===== config.mk =====
export PLATFORM = sky130hd
export DESIGN_NAME = player_shot_ctrl
export DESIGN_NICKNAME = d
export VERILOG_FILES = /design/src/rtl/player_shot_ctrl.sv
export SDC_FILE = /design/constraint.sdc
export NUM_CORES = 1
export LEC_CHECK = 0
export ABC_AREA = 1
export BUFFER_PORTS_ARGS = -buffer_cell sky130_fd_sc_hd__buf_2
export CAP_MARGIN = 10
export CORE_MARGIN = 2
export CORE_UTILIZATION = 45
export DETAILED_ROUTE_END_ITERATION = 10
export PLACE_DENSITY_LB_ADDON = 0.3
export SLEW_MARGIN = 5
export SYNTH_ARGS = -nofsm -noshare
export SYNTH_HDL_FRONTEND = slang
export SYNTH_SLANG_ARGS = --single-unit

===== constraint.sdc =====
create_clock -name clk -period 4.5 [get_ports clk]
set_input_delay 0.225 -clock clk [delete_from_list [all_inputs] [get_ports clk]]
set_output_delay 0.225 -clock clk [all_outputs]
set_load 0.05 [all_outputs]

===== src/rtl/player_shot_ctrl.sv =====
// Player cannon movement and single-bullet launcher driven by keyboard action codes.
// One bullet at a time; it rises each frame until it reaches the top or is hit.
module player_shot_ctrl #(
  parameter int SHIP_W      = 32,
  parameter int X_MAX       = 608,
  parameter int X_START     = 304,
  parameter int STEP        = 4,
  parameter int SHIP_Y      = 440,
  parameter int BULLET_STEP = 8
) (
  input  logic       clk,
  input  logic       rst,
  input  logic [3:0] action,
  input  logic       frame_tick,
  input  logic       bullet_hit,
  output logic [9:0] player_x,
  output logic       bullet_active,
  output logic [9:0] bullet_x,
  output logic [9:0] bullet_y,
  output logic       shot_fired
);

  localparam logic [3:0] ACT_FIRE  = 4'b0010;
  localparam logic [3:0] ACT_LEFT  = 4'b0100;
  localparam logic [3:0] ACT_RIGHT = 4'b1000;

  localparam logic [9:0] STEP_W        = 10'(STEP);
  localparam logic [9:0] X_MAX_W       = 10'(X_MAX);
  localparam logic [9:0] X_START_W     = 10'(X_START);
  localparam logic [9:0] HALF_SHIP_W   = 10'(SHIP_W / 2);
  localparam logic [9:0] SHIP_Y_W      = 10'(SHIP_Y);
  localparam logic [9:0] BULLET_STEP_W = 10'(BULLET_STEP);

  typedef enum logic {
    IDLE   = 1'b0,
    FLYING = 1'b1
  } state_t;

  state_t     state_reg, state_next;
  logic [9:0] player_x_reg, player_x_next;
  logic [9:0] bullet_x_reg, bullet_x_next;
  logic [9:0] bullet_y_reg, bullet_y_next;
  logic       shot_fired_reg, shot_fired_next;
  logic       fire_prev_reg;
  logic       fire_now;
  logic       fire_edge;

  assign fire_now  = (action == ACT_FIRE);
  assign fire_edge = fire_now & ~fire_prev_reg;

  always_ff @(posedge clk or posedge rst) begin
    if (rst) begin
      state_reg      <= IDLE;
      player_x_reg   <= X_START_W;
      bullet_x_reg   <= '0;
      bullet_y_reg   <= '0;
      shot_fired_reg <= 1'b0;
      fire_prev_reg  <= 1'b0;
    end else begin
      state_reg      <= state_next;
      player_x_reg   <= player_x_next;
      bullet_x_reg   <= bullet_x_next;
      bullet_y_reg   <= bullet_y_next;
      shot_fired_reg <= shot_fired_next;
      fire_prev_reg  <= fire_now;
    end
  end

  // Clamp tests come before the arithmetic so the 10-bit result never wraps.
  always_comb begin
    player_x_next = player_x_reg;
    if (frame_tick) begin
      if (action == ACT_LEFT) begin
        player_x_next = (player_x_reg < STEP_W) ? '0 : player_x_reg - STEP_W;
      end else if (action == ACT_RIGHT) begin
        player_x_next = (player_x_reg > X_MAX_W - STEP_W) ? X_MAX_W : player_x_reg + STEP_W;
      end
    end
  end

  // Hit outranks the frame step; fire edges while a bullet is airborne are dropped.
  always_comb begin
    state_next      = state_reg;
    bullet_x_next   = bullet_x_reg;
    bullet_y_next   = bullet_y_reg;
    shot_fired_next = 1'b0;
    case (state_reg)
      IDLE: begin
        if (fire_edge) begin
          state_next      = FLYING;
          bullet_x_next   = player_x_reg + HALF_SHIP_W;
          bullet_y_next   = SHIP_Y_W;
          shot_fired_next = 1'b1;
        end
      end
      FLYING: begin
        if (bullet_hit) begin
          state_next = IDLE;
        end else if (frame_tick) begin
          if (bullet_y_reg < BULLET_STEP_W) begin
            state_next = IDLE;
          end else begin
            bullet_y_next = bullet_y_reg - BULLET_STEP_W;
          end
        end
      end
      default: state_next = IDLE;
    endcase
  end

  assign player_x      = player_x_reg;
  assign bullet_active = (state_reg == FLYING);
  assign bullet_x      = bullet_x_reg;
  assign bullet_y      = bullet_y_reg;
  assign shot_fired    = shot_fired_reg;

endmodule

======== Word level (Yosys, flattened, before mapping) ========
Index checks and enable logic that the tools add are counted.
storage, ports and cells
  word-level logic and storage cells ...... 42
  input port bits ......................... 8
  output and inout bits ................... 32
  register bits after elaboration ......... 33
operators by class
  add/sub/neg operators ................... 4
  equality and inequality tests ........... 7
  reductions and logical operators ........ 4
  multiplexer cells ....................... 15
  magnitude comparators ................... 3
  bitwise gates (word level) .............. 3
operator list
  kind                   number
  $mux 10                8
  $pmux 10 s2            1
  $add 10x3->10 const B  1
  $add 10x5->10 const B  1
  $gt 10x10->1 const B   1
  $lt 10x3->1 const B    1
  $lt 10x4->1 const B    1
  $sub 10x3->10 const B  1
  $sub 10x4->10 const B  1
  $ne 2x2->1 const B     4
  $mux 1                 5
  $eq 4x2->1 const B     1
  $eq 4x3->1 const B     1
  $eq 4x4->1 const B     1
  $reduce_and 2->1       2
  $reduce_and 4->1       1
  $not 1->1              2
  $pmux 1 s2             1
  $reduce_bool 2->1      1
  $and 1x1->1            1

======== Longest topological paths before layout ========
Gate-level depths: netlist (run 1).
  depth in word-level cells ............... 5
  depth in mapped cells ................... 12

======== Worst setup path after synthesis (run 1) ========
Ideal clock, no wire load.
  path type ............................... reg-to-reg
  from .................................... reg player_x_reg[2] (netlist: player_x[2])
  to ...................................... reg player_x_reg[3] (netlist: player_x[3])
  data arrival time ....................... 1793 ps
  setup time .............................. 66 ps
  required time ........................... 4434 ps
  stages on the path, launching flop included .. 11
  clock period less this slack ............ 1860 ps
  setup slack ............................. 2640 ps
  cell sequence ........................... dfrtp_1 > inv_1 > ha_1 > nand2_1 > inv_1 > nand3_1 > nand2_2 > or2_1 > nand2_1 > nand2_1 > nand2_1
on the way
  cells in the longest elaborated chain, start to end .. 4
RTL lines
  what                                                  line  RTL
  from (decl)                                           40    logic [9:0] player_x_reg, player_x_next;
  from (signal assigned)                                61    player_x_reg <= player_x_next;
  $add 10x3->10 / $gt 10x10->1 (equally long branches)  76    player_x_next = (player_x_reg > X_MAX_W - STEP_W) ? X_MAX_W : player_x_reg + STEP_W;
  $mux 10                                               76
  $mux 10                                               75    end else if (action == ACT_RIGHT) begin
  $mux 10 *                                             73    if (action == ACT_LEFT) begin
Mark *: on every way between the ends. The rest lies on a longest branch, timed or not. The select of a mux whose other input is x is not followed.
A chain may end at the register's enable or synchronous reset.

======== Final worst setup path (run 1) ========
  from .................................... reg player_x_reg[4] (netlist: player_x[4])
  to ...................................... reg player_x_reg[3] (netlist: player_x[3])
on the way
  cells in the longest elaborated chain, start to end .. 4
RTL lines
  what          line
  $gt 10x10->1  76
  $mux 10       76
  $mux 10       75
  $mux 10 *     73
Marked as above.

==> run summary, run 1 <==
Drt wl/cell: 11.3 um
Initial antenna violation count: 0
Skew final: 0.00389 ns
DRC viols: 0
Met1 Wirelength: 1.85 mm
Vias in the first global route: 1382
Flop pwr share: 32.7%
Die H: 68.0 um
Tcrit/Tclk final: 39.2%
Top Metal Used: met4
Internal: 0.582 mW
Minimum clock period: 1.76 ns
Design Area, Final: 2040 um^2
Crit-path max FO: 11
Worst Tran Pin Value: 0.999 ns
Critical Path Source: player_x[4]
Area grow syn2layout: 10.9%
Clock power share: 16.1%
CP endpoint kind: register
Avg Cell Area, Syn: 7.19 um^2
Final Power: 1.21 mW
Final setup margin: 2.74 ns
Synthesis-stage register bit count: 26
Gpl congestion: 0.867
Leakage: 1.11 nW
Worst skew pair latency: 0.27 ns
Setup violators final: 0
Register clock-pin slew on the reported worst setup and hold paths: 0.10 ns
Initial Util: 46.3%
Comb power frac: 51.1%
Post-CTS Resized: 0
WL final: 3.79 mm
CTS tree: built
Post-synth EDFFs: 0
Met3 WL: 157 um
Netlist cell types: 30
Final number of hold-violating endpoints: 0
Setup TNS: 0 ns
Asr flop ratio synth: 100%
Count of max-cap constraint violations: 0
Layout cells sized above 1: 20.0%
Wire length on met2: 1.75 mm
Nets: 300
Largest net degree at the start of global routing: 27
Core area: 3970 um^2
Post-DP Area: 1970 um^2
Drt pass-1 iters: 4
GRT Overall Usage: 18.3%
I/O pins: 40
Ys Warns: 0
Worst Path Required: 4.71 ns
H-tree levels: 1
Max clock buf depth: 2
Critical Path Source Type: register
Peak VDD IR: 0.000265 V
First-pass GRT wire length: 6.46 mm
Final ANT Viol Nets: 0
Ys flop type: dfrtp_1
Fill cells: 410
Total setup buffers inserted after CTS: 0
Outcome: finished, final reports clean
DRT iter0 DRCs: 103
Post-Syn Area: 1840 um^2
# rows: 23
Drt via density: 4.83
Switch share: 51.7%
Number of CTS-inserted buffers: 3
Clock root buffer: clkbuf_8
Crit Path Category: register to register
Die X: 68.0 um
Pre-CTS setup slack: 2.77 ns
Fmax: 567 MHz
Gr ovfl total: 0
PortBufs: 32
Seq/Total Area, Yosys: 35.6%
Post-CTS Hold Buffers: 0
N_diodes: 0
NetSw: 0.623 mW
Post-DP HPWL: 2.85 mm
Slew margin rel.: 33.3%
RSZ-0062 raised after global routing: false
Die area: 4620 um^2
Critical path data arrival time: 1.98 ns
Vias: 1617
CTS sink count: 26
Gate Count Post-Synth: 256
HP Class: input pin to asynchronous set/reset pin
Worst R2R Start: player_x[4]
Cell Pwr Density: 591 nW/um^2
Max Slew Vio Count: 0
power groups by stage:
stage	combinational [mW]	clock, mW	sequential, mW
2_1_floorplan	0.300	0	0.593
3_3_place_gp	0.612	0	0.396
3_5_place_dp	0.615	0	0.399
4_1_cts	0.618	0.200	0.395
5_1_grt	0.679	0.214	0.408
6_report	0.616	0.195	0.395
cell usage in the layout, fill, tap and decap left out, types with 2 or more instances in the layout:
master / count
nand2_1: 85
buf_2: 32
inv_1: 31
nand3_1: 31
nor2_1: 23
dfrtp_1: 23
xor2_1: 9
conb_1: 7
o21ai_2: 6
ha_1: 6
a21oi_1: 4
nand2_2: 3
clkbuf_8: 3
dfstp_2: 3
nor2_2: 2
nand4_1: 2
o21ai_0: 2
area by class of cell:
class	instances	area [um^2]	share of cell area, %
clock buffers	3	41.3	2.02
clock inverters	1	30.0	1.47
inverters	32	120	5.89
multi-input cells	191	972	47.6
flip-flops and latches	26	654	32.1
well taps	50	62.6	3.07
repair buffers	32	160	7.85
critical path: stages (launching register included):
cell     delay, ns
dfstp_2       0.66
inv_1         0.11
ha_1          0.21
nand2_1       0.07
inv_1         0.06
nand3_1       0.12
nand2_2       0.10
or2_1         0.21
nand2_1       0.05
nand2_1       0.04
nand2_1       0.07
logic make-up after synthesis:
group / synth area share [%]
xor gates and xnor gates: 4.76
DFF: 35.6
and+or+nand+nor: 37.3
AOI/OAI and AO/OA: 5.23
other: 0.204
buffers and inverters: 12.8
adders and majority gates: 4.08
cells in the mapped netlist (2+ instances only):
library cell / n / area (um^2)
nor2_1: 23 / 86.3
o21ai_2: 6 / 52.6
o21ai_0: 2 / 10.0
dfstp_2: 3 / 78.8
buf_6: 3 / 33.8
dfrtp_1: 23 / 576
nand3_1: 31 / 155
nand2_2: 3 / 18.8
nand4_1: 2 / 12.5
nor2_2: 2 / 12.5
inv_1: 31 / 116
nand2_1: 85 / 319
ha_1: 6 / 75.1
buf_4: 9 / 67.6
a21oi_1: 4 / 20.0
xor2_1: 9 / 78.8
routing by layer:
layer	vias to the layer above	track usage, %
met5	-	0
met4	0	5.00
met3	2	2.47
met2	42	29.1
met1	730	26.0
li1	843	-
metrics by stage:
stage	hold slack, ns	std cells	utilization (%)
final	0.177	335	51.4
after global routing	0.227	335	51.4
after floorplan	0.263	262	-
after global placement	0.460	331	49.6
after CTS	0.232	335	51.4
after detailed placement	0.465	331	49.6
path summary, 6_finish.rpt:
check | end | slack [ns] | depth (start not counted)
min in group clk | fire_prev_reg | 0.23 | 3
max in group asynchronous | bullet_y[6] | 3.72 | 2
worst max-delay path | player_x[3] | 2.74 | 10
worst min register to register | shot_fired | 0.47 | 1
worst min-delay path | player_x[2] | 0.18 | 2
worst max register to register | player_x[3] | 2.74 | 10
Power figures use the tool's default switching activity.
==> run 2, diff against run 1 <==
Settings changed: ABC_AREA 1 to 0.
Clock period 4.5 ns to 1.5 ns, I/O delays scaled along.
==> run summary, run 2 <==
Final number of hold-violating endpoints: 0 (unchanged)
First-pass GRT wire length: 7.55 mm (+17%)
Gpl congestion: 0.914 (+5.4%)
Setup violators final: 18 (+18)
Crit-path max FO: 5 (-6)
Post-Syn Area: 1570 um^2 (-15%)
Core area: 3340 um^2 (-16%)
# rows: 21 (-8.7%)
Die X: 63.1 um (-7.1%)
Ys flop type: dfrtp_1
DRC viols: 0 (unchanged)
CP endpoint kind: register
Critical Path Source Type: register
Share of the synthesized area in the top cell type: 36.6% (+5.3 points)
Skew final: 0.00250 ns (-0.00139 ns)
Flop pwr share: 29.0% (-3.7 points)
Post-DP Area: 2170 um^2 (+10%)
Most frequent cells in the layout: 51 x buf_4, 32 x buf_2, 18 x nand2_1, 13 x dfrtp_1, 11 x nor2_1
Leakage: 1.08 nW (-2.5%)
Gate Count Post-Synth: 173 (-32%)
Drt wl/cell: 15.4 um (+36%)
Max Slew Vio Count: 0 (unchanged)
Comb power frac: 57.1% (+6.0 points)
Crit Path Category: register to register
Clock root buffer: clkbuf_4
Violated checks: setup timing
RSZ-0062 raised after global routing: true
Ys Warns: 0 (unchanged)
Commonest cells post-synth: 23 x dfrtp_1, 20 x nand2_1, 12 x nor2_1, 11 x o21ai_0
Seq/Total Area, Yosys: 41.6% (+6.1 points)
WL final: 4.63 mm (+22%)
Drt via density: 5.38 (+12%)
Worst Path Required: 1.79 ns (-2.92 ns)
CTS sink count: 26 (unchanged)
Gr ovfl total: 0 (unchanged)
Synthesis-stage register bit count: 26 (unchanged)
Met2 GRT Util: 43.1% (+14 points)
HP Class: input pin to register
H-tree levels: 1 (unchanged)
DRT iter0 DRCs: 88 (-15%)
Worst hold slack: 0.00780 ns (-0.169 ns)
Die area: 3980 um^2 (-14%)
Inst Count DP: 289 (-13%)
Fmax: 531 MHz (-6.4%)
Worst skew pair latency: 0.34 ns (+0.07 ns)
Synth area leaders: dfrtp_1 37%, dfstp_2 5.0%, ha_1 4.8%, nand2_1 4.8%, o21ai_0 3.5%
Switch share: 46.7% (-4.9 points)
Max clock buf depth: 2 (unchanged)
Met1 Use GR: 29.3% (+3.3 points)
Minimum clock period: 1.88 ns (+0.120 ns)
Most common cell in the netlist: dfrtp_1
CTS tree: built
Most common cell after layout, fill and taps aside: buf_4
GRT Overall Usage: 24.0% (+5.7 points)
Die H: 63.1 um (-7.1%)
Initial antenna violation count: 0 (unchanged)
Largest net degree at the start of global routing: 27 (unchanged)
Count of max-cap constraint violations: 0 (unchanged)
Final setup margin: -0.384 ns (-3.12 ns)
PortBufs: 32 (unchanged)
Nets: 270 (-10%)
Cell Pwr Density: 1510 nW/um^2 (+160%)
N_diodes: 0 (unchanged)
Post-DP HPWL: 3.29 mm (+16%)
Avg Cell Area, Syn: 9.09 um^2 (+26%)
Fill cells: 258 (-37%)
Area grow syn2layout: 53.0%
Asr flop ratio synth: 100% (unchanged)
Tcrit/Tclk final: 126% (+86 points)
Layout cells sized above 1: 54.5% (+35 points)
I/O pins: 40 (unchanged)
Critical path data arrival time: 2.17 ns (+0.19 ns)
Register clock-pin slew on the reported worst setup and hold paths: 0.16 ns (+0.06 ns)
Layout Cells excl Fill: 301 (-10%)
Number of CTS-inserted buffers: 3 (unchanged)
Final ANT Viol Nets: 0 (unchanged)
Post-synth EDFFs: 0 (unchanged)
Synth area leader: dfrtp_1
Internal: 1.94 mW (+230%)
Clock power share: 13.9% (-2.2 points)
Peak VDD IR: 0.00102 V (+280%)
GR peak layer: met2
Outcome: finished with violations
Met3 Resource Use GR: 3.04% (+0.57 points)
Initial Util: 47.1% (+0.79 points)
Vias: 1620 (+0.19%)
NetSw: 1.70 mW (+170%)
Netlist cell types: 50 (+67%)
Design Area, Final: 2410 um^2 (+18%)
Final core utilization: 72.1% (+21 points)
Vias in the first global route: 1613 (+17%)
Drt pass-1 iters: 4 (unchanged)
==> run 2: cell count changes in the layout (fill, tap and decap cells not counted), moves of 10 or more <==
cell and delta:
buf_4 +51, dfrtp_1 -10, inv_1 -25, nand2_1 -67
nand3_1 -26, nor2_1 -12
==> run 2: kinds of logic (layout without fill, tap and decap cells) <==
logic type / count (synthesis) / count (layout) / synth area share, %
XOR/XNOR: 9 / 9 / 5.01
flip-flops: 26 / 26 / 41.6
buffers and inverters: 24 / 100 / 7.48
adder cells (fa/ha/maj): 6 / 6 / 4.77
other: 1 / 7 / 0.238
AO/OA/AOI/OAI: 39 / 39 / 16.9
multiplexers: 2 / 2 / 1.35
AND/OR/NAND/NOR: 66 / 66 / 22.7
==> run 2: path summary, 6_finish.rpt <==
path	startpoint	to	slack [ns]	depth (start not counted)
min in group asynchronous	rst	bullet_active	0.31	4
setup reg to reg	player_x[4]	player_x[9]	-0.38	7
hold reg to reg	bullet_x[5]	bullet_x[5]	0.50	2
max in group asynchronous	rst	player_x[8]	0.90	4
hold / removal	bullet_hit	bullet_active	0.008	3
setup / recovery	player_x[4]	player_x[9]	-0.38	7
==> run 2: stage by stage <==
stage,power [mW],setup slack (ns),TNS (ns)
6_report,3.64,-0.384,-3.90
5_1_grt,3.80,-0.431,-4.97
4_1_cts,3.52,-0.343,-3.67
3_5_place_dp,2.89,-0.444,-4.55
3_3_place_gp,2.83,-0.353,-3.77
2_1_floorplan,2.24,-0.496,-4.47
==> run 2: repair_timing <==
item | 4_1_cts | 5_1_grt
gates resized for setup | 14 | 16
setup endpoints to repair | 17 | 21
hold buffers | 2 | 0
endpoints found under the hold margin | 24 | 0
setup buffers | 5 | 1
pin swaps | 13 | 12
gates cloned | 0 | 0
==> run 2: layout make-up <==
| type | count | area (um^2) | share of cell area (%) |
|---|---|---|---|
| timing repair buffer | 86 | 574 | 23.9 |
| tap | 46 | 57.6 | 2.39 |
| multi-input combinational | 129 | 1010 | 41.9 |
| inverter | 10 | 40.0 | 1.66 |
| clock inverter | 1 | 30.0 | 1.25 |
| clock buffer | 3 | 22.5 | 0.936 |
| sequential | 26 | 673 | 28.0 |
==> run 2: power groups by stage <==
stage / combinational, mW / clock [mW] / sequential, mW
final: 2.08 / 0.506 / 1.05
after global routing: 2.21 / 0.524 / 1.07
after CTS: 1.98 / 0.499 / 1.04
after detailed placement: 1.85 / 0 / 1.05
after global placement: 1.80 / 0 / 1.03
after floorplan: 0.608 / 0 / 1.63
==> run 2: metal layers <==
metal	routed length, um	share of wire [%]	vias up
met3	223	4.8	21
met4	130	2.8	0
met1	2010	43	775
met5	0	0	-
met2	2270	49	64
li1	-	-	760
==> run 2: worst max-delay path: stages, from the launching register on <==
cell,delay [ns]
dfstp_4,0.69
inv_2,0.06
ha_4,0.16
nand3b_1,0.17
buf_4,0.14
buf_4,0.10
or4b_1,0.43
nand3_1,0.08
==> run 3, diff against run 2 <==
Clock period 1.5 ns to 2.4 ns, I/O delays scaled along.
==> run summary, run 3 (synthesis results as in run 2) <==
Outcome: finished, final reports clean
First-pass GRT wire length: 5.75 mm (-24%)
Total setup buffers inserted after CTS: 0 (-5)
HP Class: input pin to asynchronous set/reset pin
Cell Pwr Density: 984 nW/um^2 (-35%)
Worst skew pair latency: 0.32 ns (-0.02 ns)
Die area: 3980 um^2 (unchanged)
Drt pass-1 iters: 4 (unchanged)
Vias in the first global route: 1302 (-19%)
Slew margin rel.: 33.6%
Max clock buf depth: 2 (unchanged)
Gpl congestion: 0.846 (-7.4%)
Core area: 3340 um^2 (unchanged)
RSZ-0062 raised after global routing: false
Initial antenna violation count: 0 (unchanged)
Final setup margin: 0.272 ns (+0.656 ns)
Crit-path max FO: 10 (+5)
CP endpoint kind: register
Peak VDD IR: 0.000720 V (-29%)
PortBufs: 32 (unchanged)
Most common cell after layout, fill and taps aside: buf_2
Critical Path Source Type: register
Area grow syn2layout: 13.9%
Final number of hold-violating endpoints: 0 (unchanged)
Layout cells sized above 1: 24.0% (-30 points)
Vias: 1327 (-18%)
Final core utilization: 53.7% (-18 points)
Post-CTS Resized: 0 (-14)
Die X: 63.1 um (unchanged)
Largest stage delay, worst path: 0.65 ns (-0.04 ns)
DRC viols: 0 (unchanged)
Pre-CTS setup slack: 0.302 ns (+0.747 ns)
Crit path top cell by count: a21oi_1
N_diodes: 0 (unchanged)
Clock root buffer: clkbuf_4
Leakage: 0.830 nW (-23%)
Drt via density: 5.31 (-1.4%)
WL final: 3.30 mm (-29%)
I/O pins: 40 (unchanged)
CTS sink count: 26 (unchanged)
Max Slew Vio Count: 0 (unchanged)
GRT Overall Usage: 18.0% (-6.0 points)
CTS tree: built
Final ANT Viol Nets: 0 (unchanged)
Fmax: 470 MHz (-11%)
Gr ovfl total: 0 (unchanged)
# rows: 21 (unchanged)
DRT iter0 DRCs: 66 (-25%)
Post-DP HPWL: 2.50 mm (-24%)
Crit Path Category: register to register
Critical path data arrival time: 2.40 ns (+0.23 ns)
CP cell instances: ha_1 > nand2_1 > a311o_1 > a21oi_1 > a21oi_1 > o221a_2
Setup TNS: 0 ns (+3.90 ns)
Register clock-pin slew on the reported worst setup and hold paths: 0.14 ns (-0.02 ns)
Worst Tran Pin Value: 0.995 ns
Drt wl/cell: 13.2 um (-14%)
Most frequent cells in the layout: 32 x buf_2, 23 x dfrtp_1, 20 x nand2_1, 12 x nor2_1, 11 x o21ai_0
Minimum clock period: 2.13 ns (+0.244 ns)
Post-CTS Hold Buffers: 0 (-2)
Worst Path Required: 2.67 ns (+0.88 ns)
Tcrit/Tclk final: 88.7% (-37 points)
Largest net degree at the start of global routing: 27 (unchanged)
Count of max-cap constraint violations: 0 (unchanged)
Skew final: 0.00110 ns (-0.00140 ns)
Worst hold slack: 0.00219 ns (-0.00562 ns)
Initial Util: 47.1% (unchanged)
Nets: 219 (-19%)
Setup violators final: 0 (-18)
Number of CTS-inserted buffers: 3 (unchanged)
Worst path slowest cell: dfstp_2
H-tree levels: 1 (unchanged)
Die H: 63.1 um (unchanged)
[run 3: cell types whose count changed in the layout (fill, tap and decap cells not counted), moves of 3 or more]
cell	before	now
inv_2	3	0
buf_4	51	3
a21oi_2	4	0
a21oi_1	6	10
dfrtp_2	9	0
dfrtp_1	13	23
o21ai_0	7	11
o21ai_1	4	1
ha_1	2	6
inv_1	6	10
nor3_1	3	6
[run 3: final timing paths]
kind	slack, ns	start	cells past startpoint	endpoint
hold reg to reg	0.49	bullet_x[6]	2	bullet_x[6]
max in group asynchronous	1.80	rst	2	player_x[9]
setup reg to reg	0.27	player_x[4]	6	player_x[5]
setup / recovery	0.27	player_x[4]	6	player_x[5]
hold / removal	0.002	rst	2	fire_prev_reg
min in group clk	0.06	bullet_hit	3	bullet_active
[run 3: area by class of cell]
class	count	area [um^2]
clock buffer	4	36.3
tap	46	57.6
inverter	10	37.5
sequential	26	654
timing repair buffer	35	183
multi-input combinational	129	823
fill	350	1550
[run 3: through the flow]
stage          cells  power (mW)  area [um^2]
5_1_grt          250        1.88         1790
2_1_floorplan    179        1.35         1600
4_1_cts          250        1.78         1790
3_5_place_dp     246        1.55         1760
3_3_place_gp     246        1.54         1760
6_report         250        1.76         1790
[run 3: power by group]
part           total, mW  internal [mW]  switching (mW)  leakage [nW]
Combinational      0.867          0.233           0.634         0.500
Sequential         0.673          0.552           0.121         0.310
Clock              0.223         0.0929           0.131        0.0210
Total               1.76          0.878           0.885         0.830
[run 3: layer usage]
layer	up-vias	part of all wire [%]	wire (um)	track usage, %
met2	32	47	1550	31.8
met1	633	47	1570	22.1
met3	5	4.5	148	3.04
met5	-	0	0	0
li1	657	-	-	-
met4	0	1.1	37	5.83
[run 3: critical path: cells and delay by family (launching register included)]
kind / cells / cell delay, ns
fa+ha+maj: 1 / 0.17
flops: 1 / 0.65
simple gates: 1 / 0.05
compound gates: 4 / 1.20
